<file path="src/rtl/sram_access_arbiter_if.sv">
// Bundle of requester handshakes and SRAM-side strobes/data for the SRAM access arbiter.
// The slave modport is the arbiter's view; the master modport is the requesters/SRAM side.
interface sram_access_arbiter_if #(
  parameter int unsigned ADDR_W = 16,
  parameter int unsigned DATA_W = 16
);
  logic              Cpu_Req;
  logic              Cpu_RW;
  logic [ADDR_W-1:0] Cpu_Addr;
  logic [DATA_W-1:0] Cpu_WData;
  logic [DATA_W-1:0] Cpu_RData;
  logic              Cpu_Ack;
  logic              Vid_Req;
  logic [ADDR_W-1:0] Vid_Addr;
  logic [DATA_W-1:0] Vid_RData;
  logic              Vid_Ack;
  logic [ADDR_W-1:0] Address;
  logic [DATA_W-1:0] Data_ToSRAM;
  logic [DATA_W-1:0] Data_FromSRAM;
  logic              Mem_CE;
  logic              Mem_OE;
  logic              Mem_WE;
  logic              Mem_LB;
  logic              Mem_UB;
  logic              Busy;

  modport slave (
    input  Cpu_Req, Cpu_RW, Cpu_Addr, Cpu_WData,
    input  Vid_Req, Vid_Addr,
    input  Data_FromSRAM,
    output Cpu_RData, Cpu_Ack, Vid_RData, Vid_Ack,
    output Address, Data_ToSRAM,
    output Mem_CE, Mem_OE, Mem_WE, Mem_LB, Mem_UB,
    output Busy
  );

  modport master (
    output Cpu_Req, Cpu_RW, Cpu_Addr, Cpu_WData,
    output Vid_Req, Vid_Addr,
    output Data_FromSRAM,
    input  Cpu_RData, Cpu_Ack, Vid_RData, Vid_Ack,
    input  Address, Data_ToSRAM,
    input  Mem_CE, Mem_OE, Mem_WE, Mem_LB, Mem_UB,
    input  Busy
  );
endinterface

</file>
<file path="src/rtl/sram_access_arbiter.sv">
// Round-robin arbiter sharing one 16-bit SRAM between the CPU (read/write) and video (read-only),
// sequencing each access as SETUP -> ACCESS (ACCESS_CYCLES) -> DONE with active-high strobes.
module sram_access_arbiter #(
  parameter int unsigned ADDR_W        = 16,
  parameter int unsigned DATA_W        = 16,
  parameter int unsigned ACCESS_CYCLES = 2
) (
  input  logic Clk,
  input  logic Reset,
  sram_access_arbiter_if.slave bus
);

  typedef enum logic [1:0] {
    IDLE,
    SETUP,
    ACCESS,
    DONE
  } state_t;

  typedef enum logic {
    GNT_CPU,
    GNT_VID
  } grant_t;

  // Counter is loaded in SETUP and counts the ACCESS cycles down to zero.
  localparam logic [3:0] CNT_LOAD = 4'(ACCESS_CYCLES - 1);

  state_t            state;
  state_t            state_next;
  grant_t            grant;
  grant_t            last_grant;
  grant_t            win_grant;
  logic              rw;
  logic [3:0]        cnt;
  logic [ADDR_W-1:0] addr_q;
  logic [DATA_W-1:0] wdata_q;
  logic [DATA_W-1:0] cpu_rdata_q;
  logic [DATA_W-1:0] vid_rdata_q;
  logic              any_req;
  logic              cpu_wins;
  logic              access_last;

  always_comb begin
    any_req     = bus.Cpu_Req || bus.Vid_Req;
    // On a tie the requester that was not granted last time wins.
    cpu_wins    = bus.Cpu_Req && (!bus.Vid_Req || (last_grant == GNT_VID));
    win_grant   = cpu_wins ? GNT_CPU : GNT_VID;
    access_last = (state == ACCESS) && (cnt == 4'd0);
  end

  always_ff @(posedge Clk) begin
    if (Reset) begin
      state <= IDLE;
    end else begin
      state <= state_next;
    end
  end

  always_comb begin
    state_next = state;
    case (state)
      IDLE:    if (any_req) state_next = SETUP;
      SETUP:   state_next = ACCESS;
      ACCESS:  if (access_last) state_next = DONE;
      DONE:    state_next = IDLE;
      default: state_next = IDLE;
    endcase
  end

  always_ff @(posedge Clk) begin
    if (Reset) begin
      grant       <= GNT_VID;
      last_grant  <= GNT_VID;
      rw          <= 1'b0;
      cnt         <= '0;
      addr_q      <= '0;
      wdata_q     <= '0;
      cpu_rdata_q <= '0;
      vid_rdata_q <= '0;
    end else begin
      case (state)
        IDLE: begin
          if (any_req) begin
            grant      <= win_grant;
            last_grant <= win_grant;
            addr_q     <= cpu_wins ? bus.Cpu_Addr : bus.Vid_Addr;
            rw         <= cpu_wins && bus.Cpu_RW;
            wdata_q    <= (cpu_wins && bus.Cpu_RW) ? bus.Cpu_WData : '0;
          end
        end
        SETUP: cnt <= CNT_LOAD;
        ACCESS: begin
          if (cnt != 4'd0) begin
            cnt <= cnt - 4'd1;
          end else if (!rw) begin
            if (grant == GNT_CPU) begin
              cpu_rdata_q <= bus.Data_FromSRAM;
            end else begin
              vid_rdata_q <= bus.Data_FromSRAM;
            end
          end
        end
        default: ;
      endcase
    end
  end

  always_comb begin
    bus.Mem_CE      = 1'b0;
    bus.Mem_OE      = 1'b0;
    bus.Mem_WE      = 1'b0;
    bus.Mem_LB      = 1'b0;
    bus.Mem_UB      = 1'b0;
    bus.Cpu_Ack     = 1'b0;
    bus.Vid_Ack     = 1'b0;
    bus.Busy        = (state != IDLE);
    bus.Address     = addr_q;
    bus.Data_ToSRAM = wdata_q;
    bus.Cpu_RData   = cpu_rdata_q;
    bus.Vid_RData   = vid_rdata_q;
    case (state)
      SETUP: begin
        bus.Mem_CE = 1'b1;
        bus.Mem_LB = 1'b1;
        bus.Mem_UB = 1'b1;
        bus.Mem_OE = !rw;
      end
      ACCESS: begin
        bus.Mem_CE = 1'b1;
        bus.Mem_LB = 1'b1;
        bus.Mem_UB = 1'b1;
        bus.Mem_OE = !rw;
        bus.Mem_WE = rw;
      end
      DONE: begin
        bus.Cpu_Ack = (grant == GNT_CPU);
        bus.Vid_Ack = (grant == GNT_VID);
      end
      default: ;
    endcase
  end

endmodule

</file>
<file path="src/flat_wrapper.sv">
// flat-port wrapper written by rule: the top's interface ports become plain ports
module sram_access_arbiter_flat 
#(
  parameter int unsigned ADDR_W        = 16,
  parameter int unsigned DATA_W        = 16,
  parameter int unsigned ACCESS_CYCLES = 2
)
  (Clk, Reset, bus_Cpu_Req, bus_Cpu_RW, bus_Cpu_Addr, bus_Cpu_WData, bus_Vid_Req, bus_Vid_Addr, bus_Data_FromSRAM, bus_Cpu_RData, bus_Cpu_Ack, bus_Vid_RData, bus_Vid_Ack, bus_Address, bus_Data_ToSRAM, bus_Mem_CE, bus_Mem_OE, bus_Mem_WE, bus_Mem_LB, bus_Mem_UB, bus_Busy);
  sram_access_arbiter_if #(.ADDR_W(ADDR_W), .DATA_W(DATA_W)) bus_i ();
  input  logic Clk;
  input  logic Reset;
  input wire logic [$bits(bus_i.Cpu_Req)-1:0] bus_Cpu_Req;
  input wire logic [$bits(bus_i.Cpu_RW)-1:0] bus_Cpu_RW;
  input wire logic [$bits(bus_i.Cpu_Addr)-1:0] bus_Cpu_Addr;
  input wire logic [$bits(bus_i.Cpu_WData)-1:0] bus_Cpu_WData;
  input wire logic [$bits(bus_i.Vid_Req)-1:0] bus_Vid_Req;
  input wire logic [$bits(bus_i.Vid_Addr)-1:0] bus_Vid_Addr;
  input wire logic [$bits(bus_i.Data_FromSRAM)-1:0] bus_Data_FromSRAM;
  output wire logic [$bits(bus_i.Cpu_RData)-1:0] bus_Cpu_RData;
  output wire logic [$bits(bus_i.Cpu_Ack)-1:0] bus_Cpu_Ack;
  output wire logic [$bits(bus_i.Vid_RData)-1:0] bus_Vid_RData;
  output wire logic [$bits(bus_i.Vid_Ack)-1:0] bus_Vid_Ack;
  output wire logic [$bits(bus_i.Address)-1:0] bus_Address;
  output wire logic [$bits(bus_i.Data_ToSRAM)-1:0] bus_Data_ToSRAM;
  output wire logic [$bits(bus_i.Mem_CE)-1:0] bus_Mem_CE;
  output wire logic [$bits(bus_i.Mem_OE)-1:0] bus_Mem_OE;
  output wire logic [$bits(bus_i.Mem_WE)-1:0] bus_Mem_WE;
  output wire logic [$bits(bus_i.Mem_LB)-1:0] bus_Mem_LB;
  output wire logic [$bits(bus_i.Mem_UB)-1:0] bus_Mem_UB;
  output wire logic [$bits(bus_i.Busy)-1:0] bus_Busy;
  assign bus_i.Cpu_Req = bus_Cpu_Req;
  assign bus_i.Cpu_RW = bus_Cpu_RW;
  assign bus_i.Cpu_Addr = bus_Cpu_Addr;
  assign bus_i.Cpu_WData = bus_Cpu_WData;
  assign bus_i.Vid_Req = bus_Vid_Req;
  assign bus_i.Vid_Addr = bus_Vid_Addr;
  assign bus_i.Data_FromSRAM = bus_Data_FromSRAM;
  assign bus_Cpu_RData = bus_i.Cpu_RData;
  assign bus_Cpu_Ack = bus_i.Cpu_Ack;
  assign bus_Vid_RData = bus_i.Vid_RData;
  assign bus_Vid_Ack = bus_i.Vid_Ack;
  assign bus_Address = bus_i.Address;
  assign bus_Data_ToSRAM = bus_i.Data_ToSRAM;
  assign bus_Mem_CE = bus_i.Mem_CE;
  assign bus_Mem_OE = bus_i.Mem_OE;
  assign bus_Mem_WE = bus_i.Mem_WE;
  assign bus_Mem_LB = bus_i.Mem_LB;
  assign bus_Mem_UB = bus_i.Mem_UB;
  assign bus_Busy = bus_i.Busy;
  sram_access_arbiter #(.ADDR_W(ADDR_W), .DATA_W(DATA_W), .ACCESS_CYCLES(ACCESS_CYCLES)) u_core (.Clk(Clk), .Reset(Reset), .bus(bus_i));
endmodule
</file>
<file path="config.mk">
export PLATFORM = sky130hd
export DESIGN_NAME = sram_access_arbiter_flat
export DESIGN_NICKNAME = d
export VERILOG_FILES = /design/src/rtl/sram_access_arbiter_if.sv /design/src/rtl/sram_access_arbiter.sv /design/src/flat_wrapper.sv
export SDC_FILE = /design/constraint.sdc
export NUM_CORES = 1
export LEC_CHECK = 0
export BUFFER_PORTS_ARGS = -buffer_cell sky130_fd_sc_hd__buf_2
export CAP_MARGIN = 25
export CORE_ASPECT_RATIO = 0.75
export CORE_MARGIN = 3
export CORE_UTILIZATION = 40
export CTS_CLUSTER_DIAMETER = 150
export DETAILED_ROUTE_END_ITERATION = 8
export PLACE_DENSITY = 0.7
export SLEW_MARGIN = 20
export SYNTH_ARGS = -nofsm -noshare
export SYNTH_HDL_FRONTEND = slang
export SYNTH_SLANG_ARGS = --single-unit
</file>
<file path="constraint.sdc">
create_clock -name Clk -period 3.3 [get_ports Clk]
set_clock_uncertainty 0.2 [all_clocks]
set_input_delay 0.66 -clock Clk [delete_from_list [all_inputs] [get_ports Clk]]
set_output_delay 0.66 -clock Clk [all_outputs]
set_load 0.005 [all_outputs]
</file>
# == Word level (Yosys, flattened, before mapping) ==
# Cells that the tools add are included.
# totals
inputBits,69
regBits,72
# op_classes
n_reduce_logical,18
addsub,1
bitwise,3
n_mux,13
n_eq_ne,6
# ops
operator,count
two-way mux 16 bit,2
case mux 2 bit (4 select lines),1
case mux 4 bit (2 select lines),1
AND reduction 4 bit,2
two-way mux 1 bit,6
AND reduction 2 bit,3
equality test 2 bit (second input constant),2
zero test 4 bit,1
two-way mux 2 bit,2
two-way mux 4 bit,1
!= test 2 x 1 -> 1 bit (second input constant),2
nonzero test 2 bit,2
nonzero test 4 bit,1
subtractor 4 x 1 -> 4 bit (second input constant),1
logical AND 1 bit,3
NOT 1 bit,3
equality test 2 x 1 -> 1 bit (second input constant),1
zero test 1 bit,2
zero test 2 bit,1
logical OR 1 bit,2
!= test 2 bit (second input constant),1
OR reduction 2 bit,1

# == Logic depth before layout (Yosys ltp) ==
# logic_depth
depth_word,5
depth_mapped,7

# == Worst setup path before layout ==
# OpenSTA, ideal clock, no wires.
# synth_path
kind,register to register
from,register u_core.cnt[0]
to,register u_core.cpu_rdata_q[14] (netlist: u_core.bus.Cpu_RData[14])
setup_slack_ns,1.159
t_arrival_ns,1.822
path_buffers,2
stages_incl_launch_ff,8
path_cell_list,dfxtp_1 > inv_1 > ha_1 > or3b_4 > or4b_4 > buf_6 > buf_12 > mux2i_1
# synth_between
elab_chain_cells,3
# synth_rtl
element,line,source
from (decl),sram_access_arbiter.sv:34,logic [3:0] cnt;
from (signal assigned),sram_access_arbiter.sv:94,cnt <= cnt - 4'd1;
nonzero test 4 bit,sram_access_arbiter.sv:93,if (cnt != 4'd0) begin
NOT 1 bit (no source line),n/a,
AND reduction 4 bit (no source line),n/a,
to (signal assigned),sram_access_arbiter.sv:97,cpu_rdata_q <= bus.Data_FromSRAM;
to (decl),sram_access_arbiter.sv:37,logic [DATA_W-1:0] cpu_rdata_q;
# Every way passes these cells.
# A chain may end at the register's enable or synchronous reset.

# == Worst setup path in the final report ==
# layout_path
from,register u_core.state[1]
to,output bus_Mem_OE
# layout_between
elab_chain_cells,3
elab_cells_between_ends,4
classes_between,eq/ne: 2; mux: 1; reduce/logical: 1
# layout_rtl
element,line,source
from (decl),sram_access_arbiter.sv:28,state_t state;
from (signal assigned),sram_access_arbiter.sv:55,state <= state_next;
equality test 2 x 1 -> 1 bit / equality test 2 bit (equally long branches),sram_access_arbiter.sv:121,case (state)
OR reduction 2 bit (no source line) (*),n/a,
two-way mux 1 bit (*),n/a,
to (decl),flat_wrapper.sv:26,output wire logic [$bits(bus_i.Mem_OE)-1:0] bus_Mem_OE;
# Every way passes the cells marked *; elsewhere a longest branch is shown, timed or not.

==> results.rst <==
.. list-table::
   :header-rows: 1

   * - Metric
     - Value
   * - Footprint of the multi-input gates
     - 1471 sq um
   * - Wire length on met2
     - 3741 um
   * - First-pass GRT wire length
     - 12480 um
   * - Setup Crit Path Kind
     - reg -> out
   * - Number of nets at the end of the flow
     - 533
   * - Power density of the placed cells
     - 682.9 nW/um^2
   * - Area inside the core boundary
     - 7432 sq um
   * - Relative slew slack
     - 45.08%
   * - Overall die height
     - 82.16 um
   * - Hold Vio Cnt, Final
     - 0
   * - Highest fanout seen on the critical path
     - 6
   * - Slew Viols, Final
     - 0
   * - Last weighted congestion value of the routability-driven placer
     - 0.8019
   * - Number of design-rule violations left by the first detailed-router iteration
     - 106
   * - Number of buffers inserted for hold repair after clock tree synthesis
     - 0
   * - DR top layer
     - met4
   * - Number of enable flip-flop cells after synthesis
     - 0
   * - Global-route usage over all layers
     - 17.72%
   * - Kind of launch point of the worst setup path
     - register
   * - Outcome
     - completed
   * - Vias in the first global route
     - 2602
   * - Pwr Total
     - 2727 uW
   * - P_leak
     - 0.001914 uW
   * - Origin of the worst setup path
     - u_core.state[1]$_SDFFE_PP0P_
   * - Worst path buffer plus inverter count
     - 3
   * - Met3 wire length
     - 536 um
   * - Clock tree root buffer cell
     - sky130_fd_sc_hd__clkbuf_8
   * - Sequential standard cell area
     - 1441 sq um
   * - Top cell type's share of synthesized area
     - 46.60%
   * - Highest ir drop seen on vdd
     - 0.2651 mV
   * - Routed length per instance
     - 14.24 um
   * - Setup repair after global routing missed its margin
     - no
   * - Largest buffer count on any clock path
     - 2
   * - Syn Area/Cell
     - 9.260 sq um
   * - Total standard cell area after synthesis
     - 3093 sq um
   * - Initial antenna violation count
     - 0
   * - Placed wire-length estimate
     - 5583 um
   * - Least-Margin Pin Slew
     - 812.4 ps
   * - MaxCap Viol Count
     - 0
   * - Share of the cycle needed by the critical path after routing
     - 73.66%
   * - # clock sinks
     - 72
   * - Num ports
     - 141
   * - Series of cell instances along the critical path
     - inv_1 -> ha_1 -> inv_1 -> nor2_1 -> buf_2
   * - Largest cells by area after synthesis
     - sky130_fd_sc_hd__dfxtp_1 (47%), sky130_fd_sc_hd__mux2i_1 (10%), sky130_fd_sc_hd__nand2b_1 (5.1%)
   * - Post-detailed-route DRC marker count
     - 0
   * - Clock tree from TritonCTS
     - done
   * - Die area
     - 8835 sq um
   * - Overall overflow remaining after global route
     - 0
   * - Area delta synth->final
     - 29.09%
   * - Number of vias per cell after detailed routing
     - 5.101
   * - Critical Path Most Common Cell
     - sky130_fd_sc_hd__inv_1
   * - Clock insertion delay at the later pin of the skew report
     - 350 ps
   * - Source of the worst register-to-register timing path
     - u_core.cnt[0]$_SDFFE_PP0P_
   * - Data arrival time of the critical path
     - 1570 ps
   * - Top flip-flop cell by instance count after synthesis
     - sky130_fd_sc_hd__dfxtp_1
   * - Final setup TNS
     - 0 ps
   * - Hold crit path type
     - reg -> reg
   * - CTS-repair resized insts
     - 0
   * - Maximum clock frequency
     - 0.4114 GHz
   * - Setup violators final
     - 0
   * - Number of nets still failing antenna checks after routing
     - 0
   * - Library cell with the largest summed area after synthesis
     - sky130_fd_sc_hd__dfxtp_1
   * - Clock buffer count from CTS
     - 9
   * - Total via count after detailed routing
     - 2877
   * - Critical path data required time
     - 2440 ps
   * - Largest stage delay, worst path
     - 390 ps
   * - Total Routed Length
     - 8033 um
   * - Register bit total from synthesis
     - 72
   * - Buffers inserted during post-CTS setup optimization
     - 0
   * - Mapped Nets
     - 408
   * - Register area share after synthesis
     - 46.60%
   * - Std cell rows
     - 27
   * - Nature of the critical path endpoint
     - primary output
   * - Die Wd
     - 107.5 um
   * - Port bufs
     - 140
   * - TritonRoute pass-1 iters
     - 4
   * - Warnings from Yosys
     - 0
   * - Async set or reset register ratio after synthesis
     - 0%
   * - Share of post-route cells with drive strength above 1
     - 35.64%
   * - Largest delay contributor family on the critical path
     - flip-flops
   * - Filler cells
     - 716
   * - Post-synthesis instance total
     - 334
   * - Wire length on met1
     - 3699 um
   * - H-tree Lvls
     - 3
   * - Pin count of the biggest net entering global routing
     - 53
   * - Worst Min Path Start
     - u_core.bus.Vid_RData[4]$_SDFFE_PP0P_
   * - Clk pin slew, worst setup/hold paths
     - 80 ps
   * - Initial Utilization
     - 41.62%
   * - Library cell contributing the largest single delay on the critical path
     - sky130_fd_sc_hd__dfxtp_1
   * - Min Clock Period, post-route
     - 2431 ps
   * - Count of distinct cell types in the synthesized netlist
     - 44
   * - Count of inserted antenna diode cells
     - 0
Yosys cell counts, drive strengths merged (2+ instances only):
| library cell | instances |
|---|---|
| dfxtp | 72 |
| nor2 | 34 |
| mux2i | 32 |
| nand2 | 26 |
| nand2b | 25 |
| clkbuf | 21 |
| o21ai | 19 |
| nand3 | 17 |
| a311oi | 16 |
| a32oi | 16 |
| buf | 10 |
| inv | 7 |
| ha | 5 |
| a21oi | 3 |
| nor2b | 3 |
| and2 | 2 |
| and3 | 2 |
| nor3b | 2 |
| o21a | 2 |
| or4 | 2 |
state kept, by name, indices dropped and copies added, names as in the netlist:
register,count
u_core.bus.Address,16
u_core.bus.Cpu_RData,16
u_core.bus.Data_ToSRAM,16
u_core.bus.Vid_RData,16
u_core.cnt,4
u_core.grant,1
u_core.rw,1
u_core.state,2
layer usage:
layer | vias to the layer above | global-route usage (%)
met2 | 85 | 29.16
met3 | 5 | 5.905
met1 | 1348 | 22.62
met5 | - | 0
met4 | 0 | 4.540
li1 | 1439 | -
layout make-up:
class	instances	area share (%)
clock inverters	6	1.536
flip-flops and latches	72	36.10
multi-input cells	223	36.85
clock buffers	9	3.102
repair buffers	145	18.49
inverters	8	0.7521
well taps	101	3.165
per-stage QoR:
| step | utilization [%] | cells | hold WS, ps | worst slack (ps) | cell area, sq um |
|---|---|---|---|---|---|
| global route | 53.72 | 564 | 290.1 | 693.6 | 3993 |
| detailed placement | 51.23 | 549 | 247.8 | 903.0 | 3807 |
| floorplan | - | 334 | 251.1 | 1159 | 3093 |
| CTS | 53.72 | 564 | 262.5 | 855.1 | 3993 |
| finish | 53.72 | 564 | 263.5 | 869.2 | 3993 |
| global placement | 51.23 | 549 | 241.3 | 968.6 | 3807 |
cells in the final DEF, fill, tap and decap left out, drive strengths merged, types with 2 or more instances in the layout:
cell	netlist	layout
buf	10	145
dfxtp	72	72
nor2	34	34
mux2i	32	32
nand2	26	26
nand2b	25	25
o21ai	19	19
nand3	17	17
a311oi	16	16
a32oi	16	16
clkbuf	21	9
inv	7	7
ha	5	5
clkinv	1	5
nor2b	3	3
a21oi	3	3
and2	2	2
o21a	2	2
nor3b	2	2
and3	2	2
or4	2	2
final timing paths:
path                                                         endpoint  slack, ps  cells past startpoint
worst max-delay path                                       bus_Mem_OE        870                      5
worst min-delay path             u_core.bus.Vid_RData[4]$_SDFFE_PP0P_        260                      2
worst max register to register  u_core.bus.Vid_RData[13]$_SDFFE_PP0P_        910                      5
worst min register to register   u_core.bus.Vid_RData[4]$_SDFFE_PP0P_        260                      2
worst min-delay path: stages (launching register included):
cell and delay (ps):
sky130_fd_sc_hd__dfxtp_1 320, sky130_fd_sc_hd__nand2_1 50, sky130_fd_sc_hd__mux2i_1 50
report_power, final:
part           internal (uW)  switching [uW]  total, uW
sequential              1020            89.0       1110
clock                    342             328        670
combinational            419             524        943
total                   1790             941       2730
cells by family (layout without fill, tap and decap cells):
family	count (synthesis)	count (layout)	synth area share, %
simple gates	122	122	20.02
compound gates	64	64	15.17
mux	32	32	10.36
buf+inv	39	168	5.825
flops	72	72	46.60
fa+ha+maj	5	5	2.023
No activity file was read; power rests on OpenSTA's default activity.
